[config.mk]
export PLATFORM = sky130hd
export DESIGN_NAME = random_range_gen
export DESIGN_NICKNAME = d
export VERILOG_FILES = /design/src/rtl/rng_pkg.sv /design/src/rtl/lfsr_core.sv /design/src/rtl/random_range_gen.sv
export SDC_FILE = /design/constraint.sdc
export NUM_CORES = 1
export LEC_CHECK = 0
export ABC_AREA = 0
export CAP_MARGIN = 5
export CORE_MARGIN = 2
export CORE_UTILIZATION = 45
export CTS_CLUSTER_DIAMETER = 60
export DETAILED_ROUTE_END_ITERATION = 8
export GPL_TIMING_DRIVEN = 1
export PLACE_DENSITY = 0.67
export SLEW_MARGIN = 10
export SYNTH_ARGS = -nofsm -noshare
export SYNTH_HDL_FRONTEND = slang
export SYNTH_SLANG_ARGS = --single-unit
[constraint.sdc]
create_clock -name clk -period 5.3 [get_ports clk]
set_input_delay 1.06 -clock clk [delete_from_list [all_inputs] [get_ports clk]]
set_output_delay 1.06 -clock clk [all_outputs]
set_load 0.02 [all_outputs]
[src/rtl/rng_pkg.sv]
// rng_pkg: shared constants for random_range_gen.
// Holds the generator mode codes, the FSM state encodings and the
// maximal-length Galois tap masks (right-shift form) for widths 2..32.
package rng_pkg;
    localparam int MODE_COUNTER = 0;
    localparam int MODE_LFSR    = 1;
    localparam logic [1:0] ST_IDLE   = 2'd0;
    localparam logic [1:0] ST_SAMPLE = 2'd1;
    localparam logic [1:0] ST_HOLD   = 2'd2;
    // Bit i of the mask corresponds to the x^(i+1) term of the feedback polynomial.
    function automatic logic [31:0] taps(input int w);
        case (w)
            2:       taps = 32'h0000_0003;
            3:       taps = 32'h0000_0006;
            4:       taps = 32'h0000_000C;
            5:       taps = 32'h0000_0014;
            6:       taps = 32'h0000_0030;
            7:       taps = 32'h0000_0060;
            8:       taps = 32'h0000_00B8;
            9:       taps = 32'h0000_0110;
            10:      taps = 32'h0000_0240;
            11:      taps = 32'h0000_0500;
            12:      taps = 32'h0000_0E08;
            13:      taps = 32'h0000_1C80;
            14:      taps = 32'h0000_3802;
            15:      taps = 32'h0000_6000;
            16:      taps = 32'h0000_B400;
            17:      taps = 32'h0001_2000;
            18:      taps = 32'h0002_0400;
            19:      taps = 32'h0007_2000;
            20:      taps = 32'h0009_0000;
            21:      taps = 32'h0014_0000;
            22:      taps = 32'h0030_0000;
            23:      taps = 32'h0042_0000;
            24:      taps = 32'h00E1_0000;
            25:      taps = 32'h0120_0000;
            26:      taps = 32'h0200_0023;
            27:      taps = 32'h0400_0013;
            28:      taps = 32'h0900_0000;
            29:      taps = 32'h1400_0000;
            30:      taps = 32'h2000_0029;
            31:      taps = 32'h4800_0000;
            32:      taps = 32'h8020_0003;
            default: taps = 32'h0000_0000;
        endcase
    endfunction
endpackage

[src/rtl/lfsr_core.sv]
// lfsr_core: free-running generator state (up-counter or Galois LFSR) with seed loading.
// Ports: clk, rst (sync, active high), seed_load/seed (load, zero seed -> DEFAULT_SEED),
//        sample (low OUT_WIDTH bits of the registered state).
module lfsr_core import rng_pkg::*; #(
    parameter int          WIDTH        = 16,
    parameter int          OUT_WIDTH    = 3,
    parameter int          MODE         = MODE_LFSR,
    parameter logic [31:0] DEFAULT_SEED = 32'hACE1
) (
    input  logic                 clk,
    input  logic                 rst,
    input  logic                 seed_load,
    input  logic [WIDTH-1:0]     seed,
    output logic [OUT_WIDTH-1:0] sample
);
    localparam logic [31:0]      TAPS_W = taps(WIDTH);
    localparam logic [WIDTH-1:0] TAPS   = TAPS_W[WIDTH-1:0];
    localparam logic [WIDTH-1:0] SEED0  = DEFAULT_SEED[WIDTH-1:0];
    logic [WIDTH-1:0] state;
    logic [WIDTH-1:0] next;
    always_comb next = (MODE == MODE_COUNTER) ? state + 1'b1 : (state >> 1) ^ (state[0] ? TAPS : '0);
    always_ff @(posedge clk) begin
        if (rst)
            state <= SEED0;
        else if (seed_load)
            state <= (seed == '0) ? SEED0 : seed;
        else
            state <= next;
    end
    assign sample = state[OUT_WIDTH-1:0];
endmodule

[src/rtl/random_range_gen.sv]
// random_range_gen: bounded random values 0..MAX_VALUE by rejection sampling with modulo fallback.
// Ports: clk, rst (sync, active high), seed_load/seed (generator reseed),
//        req/req_ready (request handshake), rand_valid/rand_ready/rand_value (result handshake),
//        reject_count (saturating count of rejected samples).
module random_range_gen import rng_pkg::*; #(
    parameter int          WIDTH        = 16,
    parameter int          OUT_WIDTH    = 3,
    parameter int          MAX_VALUE    = 3,
    parameter int          MODE         = MODE_LFSR,
    parameter int          MAX_TRIES    = 4,
    parameter logic [31:0] DEFAULT_SEED = 32'hACE1
) (
    input  logic                 clk,
    input  logic                 rst,
    input  logic                 seed_load,
    input  logic [WIDTH-1:0]     seed,
    input  logic                 req,
    output logic                 req_ready,
    output logic                 rand_valid,
    input  logic                 rand_ready,
    output logic [OUT_WIDTH-1:0] rand_value,
    output logic [7:0]           reject_count
);
    // One extra bit keeps the bound comparison and modulus well-formed when MAX_VALUE is all ones.
    localparam logic [OUT_WIDTH:0] LIMIT = (OUT_WIDTH+1)'(MAX_VALUE);
    localparam logic [OUT_WIDTH:0] MODV  = (OUT_WIDTH+1)'(MAX_VALUE + 1);
    localparam logic [31:0]        LAST  = 32'(MAX_TRIES - 1);
    logic [1:0]           fsm;
    logic [31:0]          tries;
    logic [OUT_WIDTH-1:0] cand;
    logic                 reject;
    logic [OUT_WIDTH-1:0] folded;
    logic [7:0]           rc_next;
    lfsr_core #(
        .WIDTH(WIDTH),
        .OUT_WIDTH(OUT_WIDTH),
        .MODE(MODE),
        .DEFAULT_SEED(DEFAULT_SEED)
    ) u_core (
        .clk(clk),
        .rst(rst),
        .seed_load(seed_load),
        .seed(seed),
        .sample(cand)
    );
    always_comb begin
        reject  = {1'b0, cand} > LIMIT;
        folded  = OUT_WIDTH'({1'b0, cand} % MODV);
        rc_next = (reject_count == 8'hFF) ? reject_count : reject_count + 8'd1;
    end
    always_ff @(posedge clk) begin
        if (rst) begin
            fsm          <= ST_IDLE;
            tries        <= '0;
            rand_valid   <= 1'b0;
            rand_value   <= '0;
            reject_count <= '0;
        end else begin
            case (fsm)
                ST_IDLE: if (req) begin
                    fsm   <= ST_SAMPLE;
                    tries <= '0;
                end
                ST_SAMPLE: if (!reject) begin
                    rand_value <= cand;
                    rand_valid <= 1'b1;
                    fsm        <= ST_HOLD;
                end else begin
                    reject_count <= rc_next;
                    if (tries == LAST) begin
                        rand_value <= folded;
                        rand_valid <= 1'b1;
                        fsm        <= ST_HOLD;
                    end else begin
                        tries <= tries + 32'd1;
                    end
                end
                ST_HOLD: if (rand_ready) begin
                    rand_valid <= 1'b0;
                    fsm        <= ST_IDLE;
                end
                default: fsm <= ST_IDLE;
            endcase
        end
    end
    assign req_ready = (fsm == ST_IDLE);
endmodule

==> flow_summary.yaml <==
setup_path:
  cp-end-kind: "output pin"
  crit_family: "buffers and inverters"
  path_buf_inv: 1
  setup.worst_path.end: "req_ready"
  slowest_delay_ns: 0.67
  rr_endpoint: "tries[18]$_SDFFE_PP0P_"
  r2r_cells: 7
  reg2reg_slack_ns: 2.83
  critPathSlowestCell: "clkdlybuf4s50_1"
  cp-start-kind: "register"
  critical_path_depth: 2
  cp_cell_sequence: "nor2_1 > clkdlybuf4s50_1"
  critPathKind: "reg2out"
  cp_max_fo: 5
  worstPathArrival_ns: 1.63
  r2r_start: "tries[0]$_SDFFE_PP0P_"
  crit_path_start: "fsm[1]$_SDFFE_PP0P_"
  required_ns: 4.24
finish:
  num_antenna_cells: 0
  syn_to_final_growth_pct: 20.1
  postLayoutCellArea_um2: 3440
  fin_cells: 443
  fill_cells: 611
  multi_input_area_um2: 1550
  postLayoutCoreUtil_pct: 55.2
  layout.area.seq_um2: 1240
  drive_gt1_share_pct: 8.20
  final_cell_mix: "62 x dfxtp_1, 47 x nor2_1, 33 x clkdlybuf4s50_1"
  num-nets-final: 384
  final_common_cell: "dfxtp_1"
floorplanning:
  start_util_pct: 45.9
  io-pin-count: 34
  die_area_um2: 7020
  row_count: 29
  die_width_um: 83.8
  die_h_um: 83.8
  core_area_um2: 6240
cts:
  insertion_delay_ns: 0.33
  post_cts_buffers: 0
  clk_pin_slew_ns: 0.07
  ctsHoldBuffers: 0
  clock-sinks: 62
  cts_resized: 0
  root_buffer: "clkbuf_8"
  cts_buffers: 9
  cts.path.max_buffers: 2
  h-tree-depth: 3
  cts_tree: "yes"
drt:
  ant_nets: 0
  viasPerCell: 5.76
  drc_errors: 0
  drt-initial-drc-count: 132
  wl_per_cell_um: 15.0
  routed_wl_um: 6660
  firstDrtPassIters: 5
  vias: 2550
timing:
  worst_clock_skew_ns: 0.00636
  drv_slew: 0
  holdWs_ns: 0.468
  rsz0062_at_grt: "no"
  layout_setup_ws_ns: 2.61
  maxSlewHeadroom_pct: 47.0
  fin_setup_tns_ns: 0
  setup_viol: 0
  max_freq_mhz: 372
  finalCriticalPeriod_ns: 2.69
  worstMarginPinSlew_ns: 0.792
  post-route-period-util_pct: 50.7
  hold_viol: 0
pwr:
  fin_total_pwr_mw: 0.986
  p_leak_nw: 1.23
  vdd_ir_drop_max_mv: 0.170
  power_density_nw_per_um2: 287
worst_hold_path:
  min_path_type: "reg2reg"
synthesis:
  yosys_register_bits: 62
  syn_inst: 329
  synth-main-ff-cell: "dfxtp_1"
  synth_warnings: 0
  syn_nets: 352
  synthArstFlopShare_pct: 0
  synth_cell_types: 50
  ys_seq_area_share_pct: 43.3
  avgSynthCellArea_um2: 8.71
  syn_area_um2: 2870
  synth_edf_count: 0
grt:
  grt_use_total_pct: 20.0
  grt_first_pass_wirelength_um: 11400
  grt_overflow: 0
  grt_max_degree: 43
  grt_pass1_vias: 2439
  antenna_found_initial: 0
place:
  dp.cells: 427
  dpl.hpwl_um: 4440
  place_congestion: 0.842
  preCtsSetupSlack_ns: 2.30
  place_area_um2: 3240
  io_buffer_count: 33
job:
  timing.max_cap.violations: 0
status:
  status: "finished, final reports clean"
## cells by family after synthesis
family / synth area share (%)
compound gates: 13.4
xor+xnor: 7.64
simple gates: 28.4
buf+inv: 2.53
fa+ha+maj: 0.873
mux: 3.84
flops: 43.3
## per-layer routing
metal	vias to the layer above	wire length, µm	GRT usage, %
met4	0	180	11.1
met1	1215	3230	26.6
met5	-	0	0
met3	17	251	3.56
li1	1249	-	-
met2	69	3000	30.5
## state kept, by name, summed over array words and instances (netlist names)
signal / flops
u_core.state: 16
fsm: 2
tries: 32
rand_valid: 1
reject_count: 8
rand_value: 3
## worst reg2reg max path: cells and delay by family, from the launching register on
family          cells  cell delay [ns]
compound gates      3             1.10
fa+ha+maj           1             0.28
flops               1             0.37
simple gates        3             0.61
## report_power, final
part / total [mW] / leakage (nW) / internal [mW] / switching [mW]
Combinational: 0.0831 / 0.622 / 0.0365 / 0.0466
Sequential: 0.486 / 0.504 / 0.478 / 0.00767
Clock: 0.418 / 0.106 / 0.241 / 0.177
## worst min-delay path by stage
stage                                            from                          end  cells after the start
after floorplan           u_core.state[12]$_SDFF_PP0_  u_core.state[11]$_SDFF_PP1_                      2
after global placement    u_core.state[12]$_SDFF_PP0_  u_core.state[11]$_SDFF_PP1_                      2
after CTS                 u_core.state[12]$_SDFF_PP0_  u_core.state[11]$_SDFF_PP1_                      2
after detailed placement   u_core.state[5]$_SDFF_PP1_   u_core.state[4]$_SDFF_PP0_                      2
after global routing       u_core.state[6]$_SDFF_PP1_   u_core.state[5]$_SDFF_PP1_                      2
final                     u_core.state[12]$_SDFF_PP0_  u_core.state[11]$_SDFF_PP1_                      2
## synthesized netlist by cell type (all sizes together) (5+ instances only)
library cell / n / area share, %
nand3: 9 / 1.7
nand4: 12 / 2.8
nor4: 13 / 3.4
clkbuf: 9 / 1.2
o22ai: 8 / 1.7
mux2i: 11 / 3.8
a21oi: 18 / 3.1
or3: 5 / 1.1
buf: 5 / 1.1
xor2: 13 / 4.0
nand2b: 10 / 2.2
and3: 10 / 2.2
o21ai: 14 / 2.4
dfxtp: 62 / 43
nor2: 47 / 6.2
xnor2: 12 / 3.7
nand2: 26 / 3.5
nor3: 7 / 1.6
## area by class of cell
cell class	instances	area share [%]
Sequential cell	62	36.1
Clock buffer	12	4.51
Clock inverter	4	1.31
Inverter	2	0.218
Multi-Input combinational cell	251	45.1
Tap cell	77	2.80
Timing Repair Buffer	35	10.0
No activity file was read; power rests on OpenSTA's default activity.
